==> src/rtl/led_pkg.sv <==
// Shared definitions for the LED chaser: mode encodings and the speed-to-period shift.
package led_pkg;

    typedef enum logic [1:0] {
        MODE_ROTATE = 2'b00,
        MODE_BOUNCE = 2'b01,
        MODE_FILL   = 2'b10,
        MODE_HOLD   = 2'b11
    } mode_t;

    // Slowest speed (00) uses the longest period: BASE_TICKS << 3.
    function automatic logic [1:0] speed_shift(input logic [1:0] speed);
        return 2'd3 - speed;
    endfunction

endpackage

==> src/rtl/led_chaser_gen_tick_gen.sv <==
// Period counter: counts 0..period-1 while enabled and emits a registered one-cycle step.
module tick_gen (
    input  logic        clk,
    input  logic        rst,
    input  logic        en,
    input  logic [31:0] period,
    output logic        step
);

    logic [31:0] count;

    // ">=" lets a shortened period take effect at once when count is already past it.
    always_ff @(posedge clk) begin
        if (rst) begin
            count <= 32'd0;
            step  <= 1'b0;
        end else begin
            step <= 1'b0;
            if (en) begin
                if (count >= period - 32'd1) begin
                    count <= 32'd0;
                    step  <= 1'b1;
                end else begin
                    count <= count + 32'd1;
                end
            end
        end
    end

endmodule

==> src/rtl/led_chaser_gen.sv <==
// LED pattern generator: rotate, bounce, fill or hold, stepped by a programmable period.
module led_chaser_gen
    import led_pkg::*;
#(
    parameter int N_LED      = 8,
    parameter int BASE_TICKS = 50_000_000
) (
    input  logic             clk,
    input  logic             rst,
    input  logic             en,
    input  logic [1:0]       speed,
    input  logic [1:0]       mode,
    input  logic             dir,
    output logic [N_LED-1:0] led,
    output logic             tick
);

    localparam logic [N_LED-1:0] LED_ONE = {{(N_LED-1){1'b0}}, 1'b1};

    mode_t       mode_in;
    mode_t       mode_r;
    logic        mode_change;
    logic        bounce_up;
    logic        step;
    logic [31:0] period;

    assign mode_in     = mode_t'(mode);
    assign mode_change = (mode_in != mode_r);
    assign period      = 32'(BASE_TICKS) << speed_shift(speed);

    function automatic logic [N_LED-1:0] rotate_next(input logic [N_LED-1:0] p, input logic d);
        return d ? {p[N_LED-2:0], p[N_LED-1]} : {p[0], p[N_LED-1:1]};
    endfunction

    // Sets the lowest (d=1) or highest (d=0) clear bit; a full bar empties.
    function automatic logic [N_LED-1:0] fill_next(input logic [N_LED-1:0] p, input logic d);
        logic [N_LED-1:0] r;
        logic             found;
        r     = p;
        found = 1'b0;
        if (&p) begin
            r = '0;
        end else if (d) begin
            r = p | (p + 1'b1);
        end else begin
            for (int i = N_LED - 1; i >= 0; i--) begin
                if (!found && !p[i]) begin
                    r[i]  = 1'b1;
                    found = 1'b1;
                end
            end
        end
        return r;
    endfunction

    // A mode change resets the counter too, so a pending step is discarded.
    tick_gen u_tick_gen (
        .clk    (clk),
        .rst    (rst | mode_change),
        .en     (en && (mode_r != MODE_HOLD)),
        .period (period),
        .step   (step)
    );

    always_ff @(posedge clk) begin
        if (rst) begin
            led       <= LED_ONE;
            tick      <= 1'b0;
            bounce_up <= 1'b1;
            mode_r    <= MODE_ROTATE;
        end else if (mode_change) begin
            mode_r    <= mode_in;
            tick      <= 1'b0;
            bounce_up <= 1'b1;
            case (mode_in)
                MODE_ROTATE, MODE_BOUNCE: led <= LED_ONE;
                MODE_FILL:                led <= '0;
                default:                  led <= led;
            endcase
        end else begin
            tick <= step;
            if (step) begin
                case (mode_r)
                    MODE_ROTATE: led <= rotate_next(led, dir);
                    MODE_BOUNCE: begin
                        if (bounce_up) begin
                            led <= led << 1;
                            if (led[N_LED-2]) bounce_up <= 1'b0;
                        end else begin
                            led <= led >> 1;
                            if (led[1]) bounce_up <= 1'b1;
                        end
                    end
                    MODE_FILL:   led <= fill_next(led, dir);
                    default:     led <= led;
                endcase
            end
        end
    end

endmodule

==> config.mk <==
export PLATFORM = sky130hd
export DESIGN_NAME = led_chaser_gen
export DESIGN_NICKNAME = d
export VERILOG_FILES = /design/src/rtl/led_pkg.sv /design/src/rtl/led_chaser_gen_tick_gen.sv /design/src/rtl/led_chaser_gen.sv
export SDC_FILE = /design/constraint.sdc
export NUM_CORES = 1
export LEC_CHECK = 0
export ABC_AREA = 1
export BUFFER_PORTS_ARGS = -buffer_cell sky130_fd_sc_hd__buf_2
export CAP_MARGIN = 0
export CORE_MARGIN = 2
export CORE_UTILIZATION = 55
export CTS_CLUSTER_SIZE = 20
export DETAILED_ROUTE_END_ITERATION = 12
export PLACE_DENSITY = 0.73
export SYNTH_ARGS = -nofsm -noshare
export SYNTH_HDL_FRONTEND = slang
export SYNTH_SLANG_ARGS = --single-unit
==> constraint.sdc <==
create_clock -name clk -period 4.3 [get_ports clk]
set_clock_uncertainty 0.1 [all_clocks]
set_input_delay 0.215 -clock clk [delete_from_list [all_inputs] [get_ports clk]]
set_output_delay 0.215 -clock clk [all_outputs]
set_load 0.01 [all_outputs]
==> results of run 1 <==
[worst max-delay path: stages]
cell and delay (ns):
buf_2 0.16, inv_2 0.13, nand2_4 0.06, ha_1 0.30, ha_1 0.28, nand4_1 0.08
nor2_1 0.10, nand2_1 0.05, nand3_1 0.08, nand2_1 0.07, nand3_2 0.09, nand2_2 0.07
nand2_4 0.41, nor2_1 0.08
[metrics by stage]
stage / instances / area [um2] / power [mW]
detailed placement: 594 / 3510 / 0.5679
floorplan: 513 / 3400 / 0.5388
global placement: 594 / 3510 / 0.5654
global route: 602 / 3625 / 0.9352
CTS: 602 / 3625 / 0.8972
finish: 602 / 3625 / 0.8896
[where the power goes]
part | internal [mW] | leakage (nW) | switching (mW)
Sequential | 0.423 | 0.364 | 0.0118
Clock | 0.174 | 0.0543 | 0.156
Combinational | 0.0403 | 1.16 | 0.0848
Total | 0.637 | 1.58 | 0.252
[final cells by class]
cell class | instances | area, um2
Clock buffer | 5 | 68.82
Clock inverter | 3 | 46.29
Fill cell | 600 | 2331
Inverter | 67 | 251.5
Multi-Input combinational cell | 391 | 2183
Sequential cell | 45 | 900.9
Tap cell | 75 | 93.84
Timing Repair Buffer | 16 | 80.08
[registers in the layout, indices dropped and copies added (netlist names)]
name and cells:
u_tick_gen.step 1, bounce_up 1, led 8, tick 1, u_tick_gen.count 32, mode_r 2
[routing by layer]
metal	part of all wire, %	vias up	track usage [%]
met3	5.6	12	3.696
li1	-	1655	-
met4	1.9	0	6.721
met1	47	1450	29.08
met2	46	97	39.11
met5	0	-	0
[synthesized netlist by cell type (4+ instances only)]
library cell  count
clkbuf_1          4
a21oi_1          24
nand4_1           7
o21ai_0          29
nor3_1            7
ha_1             26
nor2_1           42
nand2_2           6
nor2_2           35
inv_1            66
nor2_4            4
xor2_1           11
nand2_1         128
nand3_1          33
xnor2_1           6
dfxtp_1          45
[cell usage in the layout (no fill, tap or decap), drive strengths merged, types with 3 or more instances in the layout]
| cell type | synthesis | final |
|---|---|---|
| nand2 | 136 | 136 |
| nor2 | 81 | 81 |
| inv | 67 | 67 |
| dfxtp | 45 | 45 |
| nand3 | 35 | 35 |
| o21ai | 30 | 30 |
| ha | 26 | 26 |
| a21oi | 24 | 24 |
| buf | 5 | 16 |
| xor2 | 11 | 11 |
| nor3 | 9 | 9 |
| nand4 | 8 | 8 |
| xnor2 | 6 | 6 |
| clkbuf | 5 | 5 |
| conb | 2 | 4 |
| o22ai | 3 | 3 |
| o21bai | 3 | 3 |
[worst paths after layout]
| check | start | to | slack [ns] | cells past startpoint |
|---|---|---|---|---|
| max | speed[0] | u_tick_gen.count[10] | 2.19 | 14 |
| min | mode[0] | mode_r[0] | 0.05 | 3 |
| max reg2reg | u_tick_gen.count[31] | u_tick_gen.count[10] | 2.23 | 12 |
| min reg2reg | u_tick_gen.step | tick | 0.39 | 2 |
[logic make-up (layout without fill, tap and decap cells)]
family	after synthesis	after routing	share of synthesized area, %
adder cells (fa/ha/maj)	26	26	9.590
other	2	4	0.2214
AO/OA/AOI/OAI	68	68	10.99
buffers and inverters	77	91	9.295
AND/OR/NAND/NOR	276	276	38.95
flip-flops	45	45	26.56
XOR/XNOR	17	17	4.389
==> impl_results.rst, run 1 <==
.. list-table::
   :header-rows: 1

   * - Metric
     - Value
   * - Count of state elements after synthesis
     - 45
   * - Number of enable-type register cells in the synthesized netlist
     - 0
   * - Count of nets left with antenna violations after detail routing
     - 0
   * - Horizontal die dimension
     - 82.53 um
   * - Die Area
     - roughly 0.0068 mm2
   * - Master cell of the clock root buffer
     - clkbuf_8
   * - Data required time at the worst endpoint
     - roughly 4.4 ns
   * - Maximum number of pins on one net before global-route repair
     - 32
   * - Router iterations before antenna repair
     - 5
   * - Transition time at the pin with the least slew margin
     - 0.5341 ns
   * - Initial core utilization
     - between 50% and 60%
   * - Achievable clock frequency
     - ~470 MHz
   * - Placer congestion estimate
     - between 0.8 and 0.9
   * - CP Capture Type
     - flop
   * - Inserted Clock Buffers
     - 5
   * - Clock slew at the register clock pins of the worst setup and hold paths
     - 0.09 ns
   * - Post-route DRC
     - 0
   * - Max Fanout on Critical Path
     - 31
   * - Share of layout cells above drive strength 1
     - between 10% and 20%
   * - Async set-or-reset flop fraction in the synthesized netlist
     - 0%
   * - Antenna violations before repair
     - 0
   * - Core ar.
     - roughly 0.0060 mm2
   * - Vertical die dimension
     - ~83 um
   * - Minimum clock period after layout
     - between 2 and 2.5 ns
   * - Run status
     - completed
   * - Ys flop type
     - dfxtp_1
   * - RSZ-0062 raised after global routing
     - false
   * - Clock tree from TritonCTS
     - yes
   * - Number of hold buffers added after cts
     - 0
   * - H-tree depth
     - 2
   * - Wire length of the first global-routing pass
     - roughly 12000 um
   * - Leakage power summed over all cells
     - 1.578 nW
   * - Hold WC Path Type
     - in2reg
   * - Post-Syn Instances
     - 511
   * - Final hold violation count
     - 0
   * - Synth-to-layout area growth
     - 6.861%
   * - Average footprint of a synthesized cell
     - between 6 and 7 um2
   * - Final worst path period share
     - between 40% and 50%
   * - IO buf count
     - 16
   * - Peak VDD IR
     - 0.0001371 V
   * - Post-route core utilization
     - between 60% and 70%
   * - Mean routed wirelength per cell
     - about 12 um
   * - Total count of max-transition violations in the final report
     - 0
   * - Total clock sinks
     - 45
   * - Number of top-level design ports
     - 17
   * - Startpoint type of the worst setup path
     - input pin
   * - Power density over cell area
     - between 200 and 250 mW/mm2
   * - Final setup violation count
     - 0
   * - Row Count
     - 28
   * - Total grt overflow
     - 0
   * - Final Net Count
     - 560
   * - Cell types with the largest area share after synthesis
     - dfxtp_1, nand2_1, ha_1
   * - Smallest setup slack after layout
     - about 2.2 ns
   * - Number of distinct library cells after synthesis
     - 41
   * - Quantity of gates resized following cts
     - 0
   * - Fraction of synthesized cell area taken by the top area cell type
     - 26.56%
   * - Cell area after synthesis
     - between 0.003 and 0.004 mm2
   * - Total vias in the final route
     - between 3000 and 4000
   * - Antenna cells
     - 0
   * - Critical path type
     - in2reg
   * - Post-CTS setup buffer count
     - 0
   * - Post-DR vias/cell
     - between 5 and 6
   * - Data arrival, critical path
     - between 2 and 2.5 ns
   * - Worst slack after detailed placement
     - 1.880 ns
   * - Worst-skew pair later-pin latency
     - about 0.31 ns
   * - Max-cap violations
     - 0
   * - Worst slew margin relative to its limit
     - between 60% and 70%
   * - Aggregate negative setup slack
     - 0 ns
   * - Dominant cell type by area after synthesis
     - dfxtp_1
   * - Number of DRC markers after the initial detailed-route iteration
     - between 150 and 200
   * - Total Routing Usage GR
     - 22.70%
   * - Buffer levels on the longest clock path
     - 2
   * - Final HPWL from detailed placement
     - 5614 um
   * - Vias in the first global route
     - about 2800
   * - Hold slack final
     - ~0.053 ns
   * - Total detailed-routing wirelength
     - 7417 um
   * - Yosys warning total
     - 0
   * - Part of the Yosys area used for sequential elements
     - 26.56%
Power figures use the tool's default switching activity.
==> inputs of run 2 (changes only) <==
--- a/config.mk
+++ b/config.mk
@@ -5,7 +5,7 @@
 export SDC_FILE = /design/constraint.sdc
 export NUM_CORES = 1
 export LEC_CHECK = 0
-export ABC_AREA = 1
+export ABC_AREA = 0
 export BUFFER_PORTS_ARGS = -buffer_cell sky130_fd_sc_hd__buf_2
 export CAP_MARGIN = 0
 export CORE_MARGIN = 2
==> constraint.sdc (replaced) <==
create_clock -name clk -period 2.05 [get_ports clk]
set_clock_uncertainty 0.1 [all_clocks]
set_input_delay 0.1025 -clock clk [delete_from_list [all_inputs] [get_ports clk]]
set_output_delay 0.1025 -clock clk [all_outputs]
set_load 0.01 [all_outputs]
==> impl_results.rst, run 2 <==
.. list-table::
   :header-rows: 1

   * - Metric
     - Value
   * - Terminus of the critical flop-to-flop path
     - u_tick_gen.count[8]
   * - H-tree depth
     - 2 (unchanged)
   * - Post-Syn Instances
     - 399 (-22%)
   * - Final setup violation count
     - 33 (+33)
   * - Data arrival, critical path
     - 2.45 ns (+0.26 ns)
   * - Compound-gate portion of the synthesized area
     - 17.01% (+6.0 points)
   * - Number of enable-type register cells in the synthesized netlist
     - 0 (unchanged)
   * - Cell area after synthesis
     - 0.003186 mm2 (-6.1%)
   * - Async set-or-reset flop fraction in the synthesized netlist
     - 0% (unchanged)
   * - Share of layout cells above drive strength 1
     - 31.35% (+16 points)
   * - Worst R2R Path Depth
     - 9 (-3)
   * - Total count of max-transition violations in the final report
     - 0 (unchanged)
   * - Number of DRC markers after the initial detailed-route iteration
     - 158 (-11%)
   * - Count of nets left with antenna violations after detail routing
     - 0 (unchanged)
   * - Violations in the final reports
     - setup timing
   * - Most used cells in the layout excluding fill and tap cells
     - buf_4, nor2_1, nand2_1, dfxtp_1, nand3_1
   * - Launch point of the worst reg-to-reg path
     - u_tick_gen.count[12]
   * - Startpoint type of the worst setup path
     - flop
   * - Initial core utilization
     - 57.50% (+0.54 points)
   * - Vias in the first global route
     - 3221 (+15%)
   * - Peak VDD IR
     - 0.0004575 V (+230%)
   * - Worst slack after detailed placement
     - -0.4977 ns (-2.378 ns)
   * - Buffer levels on the longest clock path
     - 2 (unchanged)
   * - Register bank with the most flops
     - u_tick_gen.count
   * - Leakage power summed over all cells
     - 1.717 nW (+8.9%)
   * - Max Fanout on Critical Path
     - 5 (-84%)
   * - Count of state elements after synthesis
     - 45 (unchanged)
   * - Top post-synthesis cells by count
     - nor2_1, dfxtp_1, nand2_1, ha_1, nand3_1
   * - Number of distinct library cells after synthesis
     - 59 (+44%)
   * - Worst-skew pair later-pin latency
     - 0.31 ns (about the same)
   * - Hold path cells
     - 2 (-1)
   * - Power density over cell area
     - 457.8 mW/mm2 (+87%)
   * - Minimum clock period after layout
     - roughly 2.3 ns
   * - Data required time at the worst endpoint
     - 2.19 ns (-2.19 ns)
   * - Post-route core utilization
     - 76.02% (+15 points)
   * - Part of the Yosys area used for sequential elements
     - 28.28% (+1.7 points)
   * - Cell types with the largest area share after synthesis
     - dfxtp_1, ha_1, nor2_1
   * - Router iterations before antenna repair
     - 5 (unchanged)
   * - Row Count
     - 27 (-3.6%)
   * - Hold WC Path Type
     - in2reg
   * - Final worst path period share
     - 112.6%
   * - Post-DR vias/cell
     - 5.873 (+10%)
   * - Total clock sinks
     - 45 (unchanged)
   * - Vertical die dimension
     - 80.11 um (-2.9%)
   * - Average footprint of a synthesized cell
     - 7.984 um2 (+20%)
   * - Max-cap violations
     - 0 (unchanged)
   * - Post-route DRC
     - 0 (unchanged)
   * - Max FFs per register
     - 32 (unchanged)
   * - Fraction of synthesized cell area taken by the top area cell type
     - 28.28% (+1.7 points)
   * - Run status
     - complete, but fails checks
   * - Commonest non-fill, non-tap cell in the layout
     - buf_4
   * - Wire length of the first global-routing pass
     - 14790 um (+21%)
   * - Hold slack final
     - 0.005469 ns (-0.04739 ns)
   * - Mean routed wirelength per cell
     - 15.89 um (+29%)
   * - Master cell of the clock root buffer
     - clkbuf_8
   * - Placer congestion estimate
     - 0.8653 (-3.3%)
   * - Core ar.
     - 0.005540 mm2 (-7.0%)
   * - Clock tree from TritonCTS
     - yes
   * - Antenna violations before repair
     - 0 (unchanged)
   * - Achievable clock frequency
     - approximately 430 MHz
   * - Sink of the worst hold path
     - led[1]
   * - Horizontal die dimension
     - 80.11 um (-2.9%)
   * - RSZ-0062 raised after global routing
     - true
   * - Post-synthesis share of cell area spent on and, or, nand and nor gates
     - 28.40% (-11 points)
   * - Worst hold path startpoint
     - rst
   * - Total Routing Usage GR
     - 28.93% (+6.2 points)
   * - Proportion of synthesized area in mux cells
     - 2.357% (+2.4 points)
   * - Top-count cell post-synth
     - nor2_1
   * - Antenna cells
     - 0 (unchanged)
   * - Dominant combinational cell family by area after synthesis
     - simple AND/OR/NAND/NOR gates
   * - XOR/XNOR share of the synthesized area
     - 7.698% (+3.3 points)
   * - Clock slew at the register clock pins of the worst setup and hold paths
     - 0.09 ns (about the same)
   * - Registers with the highest flip-flop counts
     - u_tick_gen.count: 32 flops, led: 8 flops, mode_r: 2 flops
   * - Yosys warning total
     - 0 (unchanged)
   * - Smallest setup slack after layout
     - -0.2587 ns (-2.447 ns)
   * - CP Capture Type
     - flop
   * - Maximum number of pins on one net before global-route repair
     - 17 (-47%)
   * - Synthesized-area fraction occupied by adder cells
     - 10.53% (+0.94 points)
   * - Critical path type
     - reg2reg
   * - Synth-to-layout area growth
     - 32.21%
   * - Post-layout total power
     - 1.928 mW (+120%)
   * - Final hold violation count
     - 0 (unchanged)
   * - Reg-to-reg slack, setup
     - -0.26 ns (-2.49 ns)
   * - Die Area
     - 0.006417 mm2 (-5.8%)
   * - Filler Cells Inserted
     - 413 (-31%)
   * - Number of top-level design ports
     - 17 (unchanged)
   * - Final Net Count
     - 521 (-7.0%)
   * - Dominant cell type by area after synthesis
     - dfxtp_1
   * - Final HPWL from detailed placement
     - 6279 um (+12%)
   * - Total detailed-routing wirelength
     - 8898 um (+20%)
   * - Total vias in the final route
     - 3289 (+2.3%)
   * - Ys flop type
     - dfxtp_1
   * - IO buf count
     - 16 (unchanged)
   * - Inserted Clock Buffers
     - 5 (unchanged)
   * - Total grt overflow
     - 0 (unchanged)
==> run 2: cell types whose count changed in the layout (fill, tap and decap cells not counted), sizes merged, moves of 9 or more <==
cell    before  now
a211oi       0    9
nand3       35   22
xnor2        6   18
nand2      136   42
buf         16   97
nand4        8   18
a21oi       24    8
nor2        81   47
inv         67   20
o21ai       30   10
==> run 2: logic make-up after synthesis <==
| kind of cell | Yosys count |
|---|---|
| mux | 7 |
| compound gates | 71 |
| fa+ha+maj | 27 |
| other cells | 2 |
| buf+inv | 42 |
| flops | 45 |
| xor+xnor | 28 |
| simple gates | 177 |
==> run 2: worst max path at each step <==
| stage | from | endpoint | slack (ns) |
|---|---|---|---|
| after floorplan | speed[0] | u_tick_gen.count[2] | -0.23 |
| after global placement | speed[0] | u_tick_gen.count[2] | -0.42 |
| after detailed placement | speed[0] | u_tick_gen.count[2] | -0.50 |
| after CTS | u_tick_gen.count[12] | u_tick_gen.count[2] | -0.22 |
| after global routing | u_tick_gen.count[31] | u_tick_gen.count[21] | -0.33 |
| final | u_tick_gen.count[12] | u_tick_gen.count[8] | -0.26 |
==> run 2: cell type report <==
class                           count  area [um2]  area share (%)
Clock buffer                        6       82.58           1.961
Inverter                           21       78.83           1.872
Multi-Input combinational cell    314        2258           53.62
Sequential cell                    45       910.9           21.63
Clock inverter                      2       37.54          0.8913
Tap cell                           72       90.09           2.139
Timing Repair Buffer              100       753.2           17.88
==> run 2: through the flow <==
stage	cells	TNS (ns)	area [um2]
after detailed placement	544	-13.72	3890
after floorplan	401	-4.570	3241
after global placement	544	-11.05	3890
after CTS	557	-5.668	4154
final	560	-6.736	4212
after global routing	560	-9.862	4212
==> run 2: critical path: stages (launching register included) <==
cell	delay, ns
dfxtp_2	0.37
ha_4	0.21
a21o_1	0.17
a221oi_2	0.30
o311ai_2	0.18
a2111oi_4	0.30
buf_4	0.19
buf_6	0.13
nand3_1	0.09
a31oi_1	0.20
==> run 2: repair_timing <==
item	in CTS	in global routing
resized for setup	21	12
pin swaps	8	4
gates cloned	1	0
hold endpoints to repair	2	0
hold buffers	3	0
setup endpoints to repair	37	39
setup buffers	1	3
==> run 2: power by group <==
part | total, mW | leakage, nW | switching [mW] | internal (mW)
clock network | 0.729 | 0.0574 | 0.332 | 0.397
registers | 0.885 | 0.366 | 0.00514 | 0.880
logic | 0.314 | 1.29 | 0.173 | 0.141
==> run 2: layer usage <==
layer	global-route usage, %	share of wire (%)	vias to the layer above
met5	0	0	-
met4	8.305	1.7	0
met1	37.34	45	1579
li1	-	-	1605
met2	49.67	49	87
met3	4.607	4.8	18
==> inputs of run 3 (changes only) <==
--- a/config.mk
+++ b/config.mk
@@ -6,12 +6,13 @@
 export NUM_CORES = 1
 export LEC_CHECK = 0
 export ABC_AREA = 0
-export BUFFER_PORTS_ARGS = -buffer_cell sky130_fd_sc_hd__buf_2
+export BUFFER_PORTS_ARGS = -buffer_cell sky130_fd_sc_hd__clkbuf_2
 export CAP_MARGIN = 0
 export CORE_MARGIN = 2
 export CORE_UTILIZATION = 55
 export CTS_CLUSTER_SIZE = 20
 export DETAILED_ROUTE_END_ITERATION = 12
+export HOLD_SLACK_MARGIN = 0.06
 export PLACE_DENSITY = 0.73
 export SYNTH_ARGS = -nofsm -noshare
 export SYNTH_HDL_FRONTEND = slang
==> impl_results.rst, run 3 (synthesis results as in run 2) <==
.. list-table::
   :header-rows: 1

   * - Metric
     - Value
   * - Maximum number of pins on one net before global-route repair
     - 18 (+1)
   * - Max FFs per register
     - 32 (unchanged)
   * - Core ar.
     - 0.005540 mm2 (unchanged)
   * - Synth-to-layout area growth
     - 34.41%
   * - Worst hold path startpoint
     - en
   * - Minimum clock period after layout
     - 2.393 ns (+0.08408 ns)
   * - Aggregate negative setup slack
     - -8.529 ns (-1.794 ns)
   * - Power density over cell area
     - 446.6 mW/mm2 (-2.5%)
   * - Total clock sinks
     - 45 (unchanged)
   * - Smallest setup slack after layout
     - -0.3428 ns (-0.08408 ns)
   * - Final setup violation count
     - 33 (unchanged)
   * - Critical path type
     - reg2reg
   * - Final HPWL from detailed placement
     - 6203 um (-1.2%)
   * - Fin cells
     - 559 (-0.18%)
   * - Master cell of the clock root buffer
     - clkbuf_8
   * - Die Area
     - 0.006417 mm2 (unchanged)
   * - Multi-input gate area in the final layout
     - 0.002336 mm2 (+3.4%)
   * - Clock tree from TritonCTS
     - yes
   * - Run status
     - complete, but fails checks
   * - Start point of the critical path
     - u_tick_gen.count[14]
   * - Met3 Use GR
     - 3.933% (-0.67 points)
   * - Data required time at the worst endpoint
     - 2.19 ns (about the same)
   * - Max-cap violations
     - 0 (unchanged)
   * - Initial core utilization
     - 57.50% (unchanged)
   * - Register bank with the most flops
     - u_tick_gen.count
   * - Registers with the highest flip-flop counts
     - u_tick_gen.count: 32 flops, led: 8 flops, mode_r: 2 flops
   * - Post-route DRC
     - 0 (unchanged)
   * - Horizontal die dimension
     - 80.11 um (unchanged)
   * - Buffer levels on the longest clock path
     - 2 (unchanged)
   * - Global-route met1 utilization
     - 38.86% (+1.5 points)
   * - Placer congestion estimate
     - 0.8573 (-0.92%)
   * - Antenna violations before repair
     - 0 (unchanged)
   * - CP Capture Type
     - flop
   * - Launch point of the worst reg-to-reg path
     - u_tick_gen.count[14]
   * - Post-layout total power
     - 1.912 mW (-0.83%)
   * - Row Count
     - 27 (unchanged)
   * - Filler Cells Inserted
     - 385 (-6.8%)
   * - Count of nets left with antenna violations after detail routing
     - 0 (unchanged)
   * - Share of layout cells above drive strength 1
     - 31.42% (+0.064 points)
   * - Clock slew at the register clock pins of the worst setup and hold paths
     - 0.09 ns (about the same)
   * - Achievable clock frequency
     - 417.9 MHz (-3.5%)
   * - Commonest non-fill, non-tap cell in the layout
     - buf_4
   * - Mean routed wirelength per cell
     - 16.11 um (+1.4%)
   * - Final Net Count
     - 520 (-0.19%)
   * - Max Fanout on Critical Path
     - 5 (unchanged)
   * - Worst slack after detailed placement
     - -0.5101 ns (-0.01245 ns)
   * - Number of top-level design ports
     - 17 (unchanged)
   * - Final hold violation count
     - 0 (unchanged)
   * - Wire length of the first global-routing pass
     - 15090 um (+2.0%)
   * - Total Routing Usage GR
     - 30.08% (+1.1 points)
   * - Post-DR vias/cell
     - 5.877 (about the same)
   * - Data arrival, critical path
     - 2.53 ns (+0.08 ns)
   * - Post-route core utilization
     - 77.28% (+1.3 points)
   * - Leakage power summed over all cells
     - 1.740 nW (+1.3%)
   * - Hold WC Path Type
     - in2reg
   * - Post-Place Cell Area
     - 0.003887 mm2 (about the same)
   * - Hold slack final
     - 0.1824 ns (+0.1769 ns)
   * - Total vias in the final route
     - 3285 (-0.12%)
   * - Peak VDD IR
     - 0.0003480 V (-24%)
   * - Layout Cell Area excl Fill
     - 0.004282 mm2 (+1.7%)
   * - Vias in the first global route
     - 3164 (-1.8%)
   * - Startpoint type of the worst setup path
     - flop
   * - Most used cells in the layout excluding fill and tap cells
     - buf_4, nor2_1, nand2_1
   * - RSZ-0062 raised after global routing
     - true
   * - Vertical die dimension
     - 80.11 um (unchanged)
   * - Total grt overflow
     - 0 (unchanged)
   * - Antenna cells
     - 0 (unchanged)
   * - Violations in the final reports
     - setup timing
   * - Worst-skew pair later-pin latency
     - 0.31 ns (about the same)
   * - IO buf count
     - 16 (unchanged)
   * - Total detailed-routing wirelength
     - 9007 um (+1.2%)
   * - Number of DRC markers after the initial detailed-route iteration
     - 192 (+22%)
   * - Final worst path period share
     - 116.7% (+4.1 points)
   * - H-tree depth
     - 2 (unchanged)
   * - Inserted Clock Buffers
     - 5 (unchanged)
   * - Area used by sequential logic in the layout
     - 913.4 um2 (+0.27%)
   * - Met2 track demand over resource in global routing
     - 52.00% (+2.3 points)
   * - Dpl cells
     - 542 (-0.37%)
   * - Total count of max-transition violations in the final report
     - 0 (unchanged)
   * - Router iterations before antenna repair
     - 5 (unchanged)
   * - Busiest grt layer
     - met2
[run 3: cell types whose count changed in the layout (fill, tap and decap cells not counted), sizes merged]
cell         delta
clkinvlp        -1
clkinv          +1
buf            -19
clkbuf         +16
dlygate4sd3     +2
[run 3: worst paths after layout]
kind / end / slack, ns / cells past startpoint
worst max-delay path: u_tick_gen.count[2] / -0.34 / 9
worst min-delay path: u_tick_gen.count[8] / 0.18 / 4
worst max register to register: u_tick_gen.count[2] / -0.34 / 9
worst min register to register: u_tick_gen.count[23] / 0.45 / 2
[run 3: repair_timing]
action	CTS	global route
buffers inserted	3	1
pin swaps	12	5
gates resized for setup	25	10
hold buffers	5	0
setup endpoints to repair	36	40
endpoints found under the hold margin	6	0
cloned	1	0
[run 3: per-layer routing]
| metal | share of wire, % | up-vias | wire length (um) |
|---|---|---|---|
| li1 | - | 1603 | - |
| met3 | 5.1 | 14 | 463 |
| met4 | 1.8 | 0 | 159 |
| met1 | 44 | 1545 | 3955 |
| met2 | 49 | 123 | 4428 |
| met5 | 0 | - | 0 |
[run 3: worst max-delay path, stage by stage, from the launching register on]
cell and delay (ns):
dfxtp_2 0.34, ha_4 0.24, and3_4 0.19, a221oi_4 0.35
o311ai_4 0.17, a2111oi_4 0.30, buf_4 0.19, buf_6 0.12
nand4_1 0.14, o22ai_1 0.19
[run 3: power by group]
part | internal, mW | switching (mW) | total [mW]
logic | 0.145 | 0.179 | 0.324
registers | 0.880 | 0.00503 | 0.885
clock network | 0.367 | 0.336 | 0.702
total | 1.39 | 0.520 | 1.91
[run 3: layout make-up]
class | count | area share, %
clock buffers | 6 | 1.695
multi-input cells | 314 | 54.56
flip-flops and latches | 45 | 21.33
repair buffers | 99 | 17.56
clock inverters | 2 | 0.9059
well taps | 72 | 2.104
inverters | 21 | 1.841
